===== src/rtl/fetch_unit_pkg.sv =====
// Shared definitions for the instruction-fetch stage.
// Holds the fetch FSM state type, default widths and the absolute jump-target table that the
// jump_lut sub-module reads. Entries not listed below are 0.
package fetch_unit_pkg;

  localparam int unsigned kPcW     = 10;
  localparam int unsigned kLutIdxW = 5;

  typedef enum logic [1:0] {
    IDLE,
    ARM,
    RUN,
    DONE
  } fetch_state_t;

  // Absolute jump targets indexed by the instruction's JumpIdx field (index 0 first).
  localparam logic [kPcW-1:0] kJumpTargets [2**kLutIdxW] = '{
    10'd0,    10'd16,   10'd50,   10'd100,  10'd1020, 10'd7,    10'd0,    10'd0,
    10'd0,    10'd0,    10'd0,    10'd0,    10'd0,    10'd0,    10'd0,    10'd0,
    10'd0,    10'd0,    10'd0,    10'd0,    10'd0,    10'd0,    10'd0,    10'd0,
    10'd0,    10'd0,    10'd0,    10'd0,    10'd0,    10'd0,    10'd0,    10'd0
  };

endpackage


===== src/rtl/fetch_unit_jump_lut.sv =====
// Combinational jump-target lookup.
// Ports:
//   JumpIdx - instruction field selecting the jump target
//   Target  - absolute PC of the selected target
// Kept separate so a program-specific table can be swapped without touching the fetch FSM.
module jump_lut
  import fetch_unit_pkg::*;
#(
  parameter int unsigned PC_W      = kPcW,
  parameter int unsigned LUT_IDX_W = kLutIdxW
) (
  input  logic [LUT_IDX_W-1:0] JumpIdx,
  output logic [PC_W-1:0]      Target
);

  always_comb begin
    Target = PC_W'(kJumpTargets[JumpIdx]);
  end

endmodule


===== src/rtl/fetch_unit.sv =====
// Instruction-fetch stage: owns the program counter, sequences start/run/halt and applies
// taken jumps from the decoder.
// Ports:
//   Clk, Reset          - clock and asynchronous active-high reset
//   Start               - (re)arm and begin the program at PC 0
//   Ack                 - decoder halt indication
//   Jump, Taken, JumpIdx - conditional jump request, ALU condition, target index
//   ProgCtr             - current instruction address
//   Running, Done       - registered state decodes
//   CycleCnt            - saturating count of RUN cycles in the current/last program
module fetch_unit
  import fetch_unit_pkg::*;
#(
  parameter int unsigned PC_W      = kPcW,
  parameter int unsigned LUT_IDX_W = kLutIdxW,
  parameter int unsigned CNT_W     = 16
) (
  input  logic                 Clk,
  input  logic                 Reset,
  input  logic                 Start,
  input  logic                 Ack,
  input  logic                 Jump,
  input  logic                 Taken,
  input  logic [LUT_IDX_W-1:0] JumpIdx,
  output logic [PC_W-1:0]      ProgCtr,
  output logic                 Running,
  output logic                 Done,
  output logic [CNT_W-1:0]     CycleCnt
);

  fetch_state_t state_q, state_d;
  logic [PC_W-1:0]  pc_q, pc_d;
  logic [CNT_W-1:0] cnt_q, cnt_d;
  logic [PC_W-1:0]  target;

  jump_lut #(
    .PC_W      (PC_W),
    .LUT_IDX_W (LUT_IDX_W)
  ) u_jump_lut (
    .JumpIdx (JumpIdx),
    .Target  (target)
  );

  always_comb begin
    state_d = state_q;
    pc_d    = pc_q;
    cnt_d   = cnt_q;
    unique case (state_q)
      IDLE: begin
        pc_d = '0;
        if (Start) begin
          state_d = ARM;
          cnt_d   = '0;
        end
      end
      ARM: begin
        pc_d  = '0;
        cnt_d = '0;
        if (!Start) begin
          state_d = RUN;
        end
      end
      RUN: begin
        // Saturating count of every edge spent in RUN, including the halting one.
        cnt_d = (cnt_q == '1) ? cnt_q : cnt_q + CNT_W'(1);
        if (Start) begin
          state_d = ARM;
          pc_d    = '0;
          // Cleared on entry so CycleCnt already reads 0 while in ARM.
          cnt_d   = '0;
        end else if (Ack) begin
          // Halt wins over a simultaneous taken jump; PC stays on the halt address.
          state_d = DONE;
        end else if (Jump && Taken) begin
          pc_d = target;
        end else begin
          pc_d = pc_q + PC_W'(1);
        end
      end
      DONE: begin
        if (Start) begin
          state_d = ARM;
          pc_d    = '0;
          cnt_d   = '0;
        end
      end
    endcase
  end

  always_ff @(posedge Clk or posedge Reset) begin
    if (Reset) begin
      state_q <= IDLE;
      pc_q    <= '0;
      cnt_q   <= '0;
    end else begin
      state_q <= state_d;
      pc_q    <= pc_d;
      cnt_q   <= cnt_d;
    end
  end

  assign ProgCtr  = pc_q;
  assign CycleCnt = cnt_q;
  assign Running  = (state_q == RUN);
  assign Done     = (state_q == DONE);

endmodule

===== config.mk =====
export PLATFORM = sky130hd
export DESIGN_NAME = fetch_unit
export DESIGN_NICKNAME = d
export VERILOG_FILES = /design/src/rtl/fetch_unit_pkg.sv /design/src/rtl/fetch_unit_jump_lut.sv /design/src/rtl/fetch_unit.sv
export SDC_FILE = /design/constraint.sdc
export NUM_CORES = 1
export LEC_CHECK = 0
export BUFFER_PORTS_ARGS = -buffer_cell sky130_fd_sc_hd__buf_2
export CELL_PAD_IN_SITES_DETAIL_PLACEMENT = 1
export CELL_PAD_IN_SITES_GLOBAL_PLACEMENT = 1
export CORE_MARGIN = 2
export CORE_UTILIZATION = 41
export CTS_CLUSTER_DIAMETER = 120
export DETAILED_ROUTE_END_ITERATION = 8
export GPL_ROUTABILITY_DRIVEN = 0
export PLACE_DENSITY = 0.84
export SETUP_SLACK_MARGIN = 0.02
export SYNTH_ARGS = -nofsm -noshare
export SYNTH_HDL_FRONTEND = slang
export SYNTH_SLANG_ARGS = --single-unit
export TNS_END_PERCENT = 10

===== constraint.sdc =====
create_clock -name Clk -period 2.4 [get_ports Clk]
set_input_delay 0.24 -clock Clk [delete_from_list [all_inputs] [get_ports Clk]]
set_output_delay 0.24 -clock Clk [all_outputs]
set_load 0.02 [all_outputs]

* Word-level counts from Yosys, hierarchy flattened
Memory sizes are Yosys's and may differ from the RTL's.
Index checks and enable logic that the tools add are counted.
** Cells by class
- Add/sub/neg operators :: 2
- Order comparisons :: 1
- Equality and inequality tests :: 10
- Mux-type cells :: 16
- Bitwise logic cells :: 1
- Reductions and logical operators :: 7
** Operator list (count)
- $mux W10 :: 6
- $mux W16 :: 3
- $pmux W16 S3 :: 1
- $pmux W10 S3 :: 1
- $add A16 B1 Y16 const B :: 1
- $eq A16 B16 Y1 const B :: 1
- $add A10 B1 Y10 const B :: 1
- $ne A3 B3 Y1 const B :: 3
- $mux W2 :: 4
- $ge A6 B6 Y1 const B :: 1
- $not A5 Y6 :: 1
- $pmux W2 S3 :: 1
- $eq A2 B2 Y1 const B :: 2
- $ne A2 B2 Y1 const B :: 2
- $reduce_and A2 Y1 :: 2
- $reduce_or A2 Y1 :: 2
- $reduce_and A3 Y1 :: 1
- $eq A2 B1 Y1 const B :: 1
- $logic_not A2 Y1 :: 1
- $ne A2 B1 Y1 const B :: 1
- $logic_and A1 B1 Y1 :: 1
** Word-level totals
- Register bits after elaboration :: 28
- Memory bits (read-only) :: 320
- Bits of input ports :: 11
- Logic and storage cells :: 41
- Memories kept :: 1
** Memory list
- (name not given) :: words 32, width 10, read ports 1, clocked after memory_dff 0, wr ports 0, RTL line fetch_unit_jump_lut.sv:17 : Target = PC_W'(kJumpTargets[JumpIdx]);

* Logic depth before layout (Yosys ltp)
Gate-level depths: netlist of run 1.
- Depth after elaboration :: 8
- Gate-level depth with buffers :: 8

* By module
A second synthesis of run 1 with hierarchy kept.
** Second synthesis, totals
- Cell total of the unflattened synthesis :: 239
- Area total of the unflattened synthesis :: 1993.2 um^2
** Modules (own cells, without submodules)
- fetch_unit :: times used 1, cells an instance 215, area an instance 1816.7 um^2, sequential area each 700.7 um^2
- jump_lut :: times used 1, cells an instance 24, area an instance 176.4 um^2, sequential area each 0.0 um^2

* Least setup slack after synthesis of run 1
OpenSTA, ideal clock, no wires.
- Kind :: reg2reg
- From :: register state_q[0]
- To :: register cnt_q[0] (netlist: CycleCnt[0])
- Setup time :: 0.125 ns
- Arrival :: 1.909 ns
- Required time :: 2.275 ns
- Path slack :: 0.367 ns
- Stages on the path, launching flop included :: 9
- Clock period less this slack :: 2.033 ns
- Cell sequence :: dfrtp_1 inv_1 ha_1 buf_2 nand2b_2 nor4_2 buf_2 a21oi_2 mux2_2
** Between the ends
- Elaborated cells between the ends (all ways) :: 9
** RTL lines
- start: declaration :: RTL line fetch_unit.sv:31 : fetch_state_t state_q, state_d;
- start signal: assignment :: RTL line fetch_unit.sv:96 : state_q <= state_d;
- $eq A2 B2 Y1 (*)
- net Running :: RTL line fetch_unit.sv:26 : output logic Running,
- $ne A3 B3 Y1 (no source line)
- $reduce_and A2 Y1 (no source line)
- end signal: assignment :: RTL line fetch_unit.sv:98 : cnt_q <= cnt_d;
- end: declaration :: RTL line fetch_unit.sv:33 : logic [CNT_W-1:0] cnt_q, cnt_d;
The timed path passes the listed nets; every way through them passes the cells marked *.
A chain may end at the register's enable or synchronous reset.

* Final worst setup path of run 1
- From :: register state_q[0]
- To :: register cnt_q[11] (netlist: CycleCnt[11])
** Between the ends
- Longest elaborated chain between the ends :: 4
- Elaborated cells between the ends (all ways) :: 9
** RTL lines
- $eq A2 B2 Y1 / $logic_not A2 Y1 (equally long branches) :: RTL line fetch_unit.sv:48 : unique case (state_q)
- $reduce_or A2 Y1 (no source line)
- $ne A2 B1 Y1 (no source line)
- $reduce_and A2 Y1 (no source line)
Parallel ways exist; a longest one is shown, timed or not.

==> results.txt, run 1 <==
outcome - completed
main flop type after synthesis - dfrtp_1
detailed-route DRC error count - 0
Avg Inst Size Synth - 9.062 µm²
Initial DRC Count - 84
Tmin final - 2081 ps
first-pass GRT wire length - 8.673 mm
Core Box Area - 4414 µm²
Reg clk slew, reported paths - 110 ps
fmax - 480.5 MHz
max cap viols - 0
pin count of the biggest net entering global routing - 29
area of the mapped netlist - 1903 µm²
Worst setup EP type - flip-flop
area delta synth->final - 16.37%
Core Rows - 24
RSZ-0062 raised after global routing - false
initial antenna violation count - 0
clk root buf - clkbuf_8
crit-path cells - inv_1 -> ha_1 -> nand2b_2 -> nand4_4 -> or4_1 -> a21oi_1
number of global-route vias before repair - 1790
share of layout cells above drive strength 1 - 0.2490
Critical Path Fanout Max - 10
pre-CTS WS - 206.9 ps
post-DR wirelength/cell - 16.80 µm
Avg Vias per Cell - 5.939
Lkg Pwr - 0.001006 µW
Total GRT Usage - 0.2081
fin worst setup slack - 318.7 ps
Die Wd - 72.13 µm
nets - 266
starting density of the core - 0.4311
EDFF count, synth - 0
fin. max-slew vios - 0
Rel. slew slack - 0.6094
number of hold violations in the final report - 0
Req. time, crit path - 2610 ps
# clock sinks - 28
Post-synth ARST share - 1.000
setup tns final - 0 ps
total wire length - 4.990 mm
worst-skew pair later-pin latency - 280 ps
Syn Nets - 230
highest-delay cell along the critical path - or4_1
crit path launch type - flip-flop
Max VDD drop - 0.0002313 V
PwrDens - 591.6 nW/µm²
Clock Path Buffers - 2
Detail Route Antenna Nets - 0
YS warnings - 0
Die Area - 5203 µm²
Post-Synthesis Cells - 210
routed vias - 1764
Clock Skew - 7.108 ps
period utilisation layout - 0.8672
# setup viols final - 0
Slowest Stage Delay on Critical Path - 540 ps
sequential-to-total area share from yosys stat - 0.3682
Arr. time, crit path - 2290 ps
Crit Path Class - reg2reg
antenna diode count - 0
CTS Buf Count - 3
Distinct cells, synth - 47
Die Ht - 72.13 µm
I/O pins - 39
htree depth - 1
Worst Hold Class - in2async
DRT Pass-1 Iters - 4
post-DP HPWL - 3.704 mm
grt ovf - 0
CTS tree - yes
slew of the pin with the lowest slew margin - 582.1 ps
port bufs - 38
Yosys reg bits - 28
## through the flow
step                      cells  area, µm²  total power, µW    util  hold slack [ps]
after CTS                   297       2212             1325  0.5011            18.47
final                       297       2215             1310  0.5017            9.190
after floorplan             210       1903            810.5       -            305.4
after global placement      293       2141            911.3  0.4850            330.3
after detailed placement    293       2141            929.8  0.4850            343.6
after global routing        297       2215             1390  0.5017            41.43
## layout make-up
cell class | count | area, µm²
Tap cell | 52 | 65.06
Multi-Input combinational cell | 160 | 1112
Clock buffer | 3 | 41.29
Inverter | 10 | 37.54
Fill cell | 532 | 2200
Clock inverter | 1 | 30.03
Sequential cell | 28 | 700.7
Timing Repair Buffer | 43 | 227.7
## worst max-delay path: cells and delay by family, from the launching register on
kind	cells	cell delay (ps)
buf+inv	1	80
fa+ha+maj	1	410
flops	1	410
compound gates	1	150
simple gates	3	970
## cell usage in the layout, fill, tap and decap left out, types with 2 or more instances in the layout
cell       Yosys  layout
mux2_2         2       2
dfrtp_1       28      28
o21ai_0       14      14
nor2b_1        2       2
nor3_1         5       5
and3_1         2       2
a21oi_1       17      17
nand2_1       13      13
nand2b_2       1       2
or4_1          7       7
mux2i_1        7       7
nand3_1       11      11
nor2_1        10      10
clkbuf_8       0       3
o2bb2ai_1      4       4
a22o_1         6       6
nand4_1        7       7
buf_2          5      38
ha_1           9       9
and2_1         3       3
inv_1         10      10
o22ai_1        2       2
o211ai_1       2       2
buf_4          1       5
o32ai_1        2       2
or3_1          4       4
o21ai_1        2       2
and4_1         2       2
nor4_2         2       2
o31ai_1        7       7
## state kept, by name, summed over array words and instances, names as in the netlist
signal / cells
ProgCtr: 10
state_q: 2
CycleCnt: 16
## what timing repair did
action / in CTS / in global routing
hold buffers: 0 / 0
resized for setup: 0 / 1
setup endpoints to repair: 0 / 5
setup buffers: 0 / 0
## report_power, final
| group | switching, µW | internal (µW) |
|---|---|---|
| combinational | 269 | 142 |
| clock | 163 | 224 |
| sequential | 21.8 | 491 |
| total | 454 | 856 |
## cells in the mapped netlist (7+ instances only)
library cell,number,area share
o21ai_0,14,0.037
or4_1,7,0.028
dfrtp_1,28,0.37
nand4_1,7,0.023
a21oi_1,17,0.045
o31ai_1,7,0.028
nand3_1,11,0.029
ha_1,9,0.059
mux2i_1,7,0.037
nand2_1,13,0.026
nor2_1,10,0.020
inv_1,10,0.020
## kinds of logic (layout without fill, tap and decap cells)
family / after synthesis / in the layout / share of synthesized area
simple gates: 78 / 78 / 0.2544
compound gates: 63 / 63 / 0.2163
flops: 28 / 28 / 0.3682
buf+inv: 22 / 57 / 0.04865
fa+ha+maj: 9 / 9 / 0.05917
mux: 9 / 9 / 0.04865
xor+xnor: 1 / 1 / 0.004603
## final timing paths
check / from / to / slack (ps) / cells past startpoint
setup / recovery: state_q[0] / CycleCnt[11] / 320 / 6
hold / removal: Reset / CycleCnt[5] / 9 / 3
setup reg to reg: state_q[0] / CycleCnt[11] / 320 / 6
hold reg to reg: ProgCtr[9] / ProgCtr[9] / 540 / 1
max in group asynchronous: Reset / CycleCnt[15] / 2110 / 3
min in group Clk: Ack / state_q[1] / 340 / 3
## routing by layer
metal / GRT usage / routed length [µm] / vias to the layer above
li1: - / - / 861
met2: 0.3660 / 2548 / 28
met4: 0.05451 / 25 / 0
met3: 0.02083 / 142 / 2
met5: 0 / 0 / -
met1: 0.2730 / 2273 / 873
Note: power is estimated with default switching activity, not from simulation.
==> run 2: changes to the inputs <==
- CAP_MARGIN: default -> 20
- CELL_PAD_IN_SITES_DETAIL_PLACEMENT: 1 -> 0
- CORE_MARGIN: 2 -> 8
==> run 2 against run 1 <==
Via count decreased by 0.96%; global-route usage down 7.3 points; final cell count rose by 0.34%; design area grew 0.23%; maximum frequency rose by 3.0%; routed wire length shrank 4.4%; flip-flop and latch count unchanged; power down 0.34%; die area increased by 36%; sequential power about the same; critical path depth unchanged.
==> results.txt, run 2 (synthesized netlist as in run 1, its figures left out) <==
nets - 267 (was 266)
total power - 1306 µW (was 1310 µW)
fmax - 494.8 MHz (was 480.5 MHz)
crit path launch type - flip-flop (unchanged)
port bufs - 38 (unchanged)
initial antenna violation count - 0 (unchanged)
Crit Path Class - reg2reg (unchanged)
slew of the pin with the lowest slew margin - 552.1 ps (was 582.1 ps)
grt ovf - 0 (unchanged)
total wire length - 4.772 mm (was 4.990 mm)
Rel. slew slack - 0.6295 (was 0.6094)
clk root buf - clkbuf_8 (unchanged)
Critical Path Fanout Max - 10 (unchanged)
post-DR wirelength/cell - 16.01 µm (was 16.80 µm)
Core Box Area - 4414 µm² (unchanged)
CTS tree - yes (unchanged)
number of hold violations in the final report - 0 (unchanged)
DRT Pass-1 Iters - 4 (unchanged)
Core Rows - 24 (unchanged)
area delta synth->final - 16.63% (was 16.37%)
Die Wd - 84.13 µm (was 72.13 µm)
Detail Route Antenna Nets - 0 (unchanged)
Die Ht - 84.13 µm (was 72.13 µm)
htree depth - 1 (unchanged)
most common cell after layout, fill and taps aside - buf_2 (unchanged)
starting density of the core - 0.4311 (unchanged)
fin worst setup slack - 379.1 ps (was 318.7 ps)
Worst Hold Class - in2async (unchanged)
PwrDens - 588.2 nW/µm² (was 591.6 nW/µm²)
Post-CTS Resized - 0 (unchanged)
antenna diode count - 0 (unchanged)
routed vias - 1747 (was 1764)
Hold-fix buffers, CTS - 0 (unchanged)
commonest non-fill, non-tap cells in the layout - 38 x buf_2, 28 x dfrtp_1, 17 x a21oi_1 (unchanged)
share of layout cells above drive strength 1 - 0.2480 (was 0.2490)
Reg2Reg Setup Slack - 380 ps (was 320 ps)
FILL cells - 439 (was 532)
period utilisation layout - 0.8420 (was 0.8672)
Reg clk slew, reported paths - 110 ps (about the same)
max cap viols - 0 (unchanged)
Avg Vias per Cell - 5.862 (was 5.939)
pre-CTS WS - 396.8 ps (was 206.9 ps)
worst-skew pair later-pin latency - 280 ps (about the same)
cell total after placement - 294 (was 293)
post-DP HPWL - 3.567 mm (was 3.704 mm)
Lkg Pwr - 0.001010 µW (was 0.001006 µW)
setup tns final - 0 ps (unchanged)
Die Area - 7078 µm² (was 5203 µm²)
Req. time, crit path - 2610 ps (about the same)
pin count of the biggest net entering global routing - 29 (unchanged)
Max VDD drop - 0.0002680 V (was 0.0002313 V)
fin. max-slew vios - 0 (unchanged)
Non-Filler Instances - 298 (was 297)
outcome - completed (unchanged)
Tmin final - 2021 ps (was 2081 ps)
# setup viols final - 0 (unchanged)
Worst setup EP type - flip-flop (unchanged)
Clock Skew - 3.992 ps (was 7.108 ps)
first-pass GRT wire length - 8.383 mm (was 8.673 mm)
CTS Buf Count - 3 (unchanged)
detailed-route DRC error count - 0 (unchanged)
RSZ-0062 raised after global routing - false (unchanged)
number of global-route vias before repair - 1773 (was 1790)
# clock sinks - 28 (unchanged)
Total GRT Usage - 0.1354 (was 0.2081)
I/O pins - 39 (unchanged)
Clock Path Buffers - 2 (unchanged)
Initial DRC Count - 86 (was 84)
flip-flop count of the largest register after layout - 16 (unchanged)
Post-CTS Setup Bufs - 0 (unchanged)
Arr. time, crit path - 2230 ps (was 2290 ps)
[run 2: through the flow]
stage / hold slack [ps] / cell area, µm² / utilization
5_1_grt: 36.75 / 2220 / 0.5028
4_1_cts: 24.03 / 2220 / 0.5028
6_report: 15.98 / 2220 / 0.5028
3_5_place_dp: 334.6 / 2148 / 0.4867
3_3_place_gp: 330.8 / 2148 / 0.4867
2_1_floorplan: 305.4 / 1903 / -
[run 2: final cells by class]
type	count	area [µm²]	area share
inverter	10	37.54	0.01691
sequential	28	700.7	0.3157
clock buffer	3	41.29	0.01860
tap	52	65.06	0.02931
timing repair buffer	44	235.2	0.1060
clock inverter	1	30.03	0.01353
multi-input combinational	160	1110	0.5000
[run 2: final timing paths]
kind / from / cells after the start / end
worst max-delay path: state_q[0] / 6 / CycleCnt[15]
worst min-delay path: Reset / 3 / CycleCnt[5]
worst max register to register: state_q[0] / 6 / CycleCnt[15]
worst min register to register: ProgCtr[9] / 1 / ProgCtr[9]
max in group asynchronous: Reset / 3 / CycleCnt[1]
min in group Clk: Ack / 3 / state_q[1]
[run 2: per-layer routing]
| metal | vias up | GRT usage | share of wire |
|---|---|---|---|
| li1 | 870 | - | - |
| met1 | 841 | 0.1699 | 0.47 |
| met2 | 32 | 0.2305 | 0.48 |
| met3 | 4 | 0.02705 | 0.035 |
| met4 | 0 | 0.03297 | 0.0080 |
| met5 | - | 0 | 0 |
[run 2: power breakdown]
group / switching (µW) / internal (µW) / total, µW
registers: 21.3 / 491 / 512
logic: 261 / 148 / 408
clock network: 161 / 223 / 385
total: 443 / 862 / 1310
[run 2: critical path, stage by stage (launching register included)]
cell and delay (ps):
dfrtp_1 410, inv_1 80, ha_1 390, nand2b_1 210
nand4_4 180, or4_1 540, a21oi_1 150
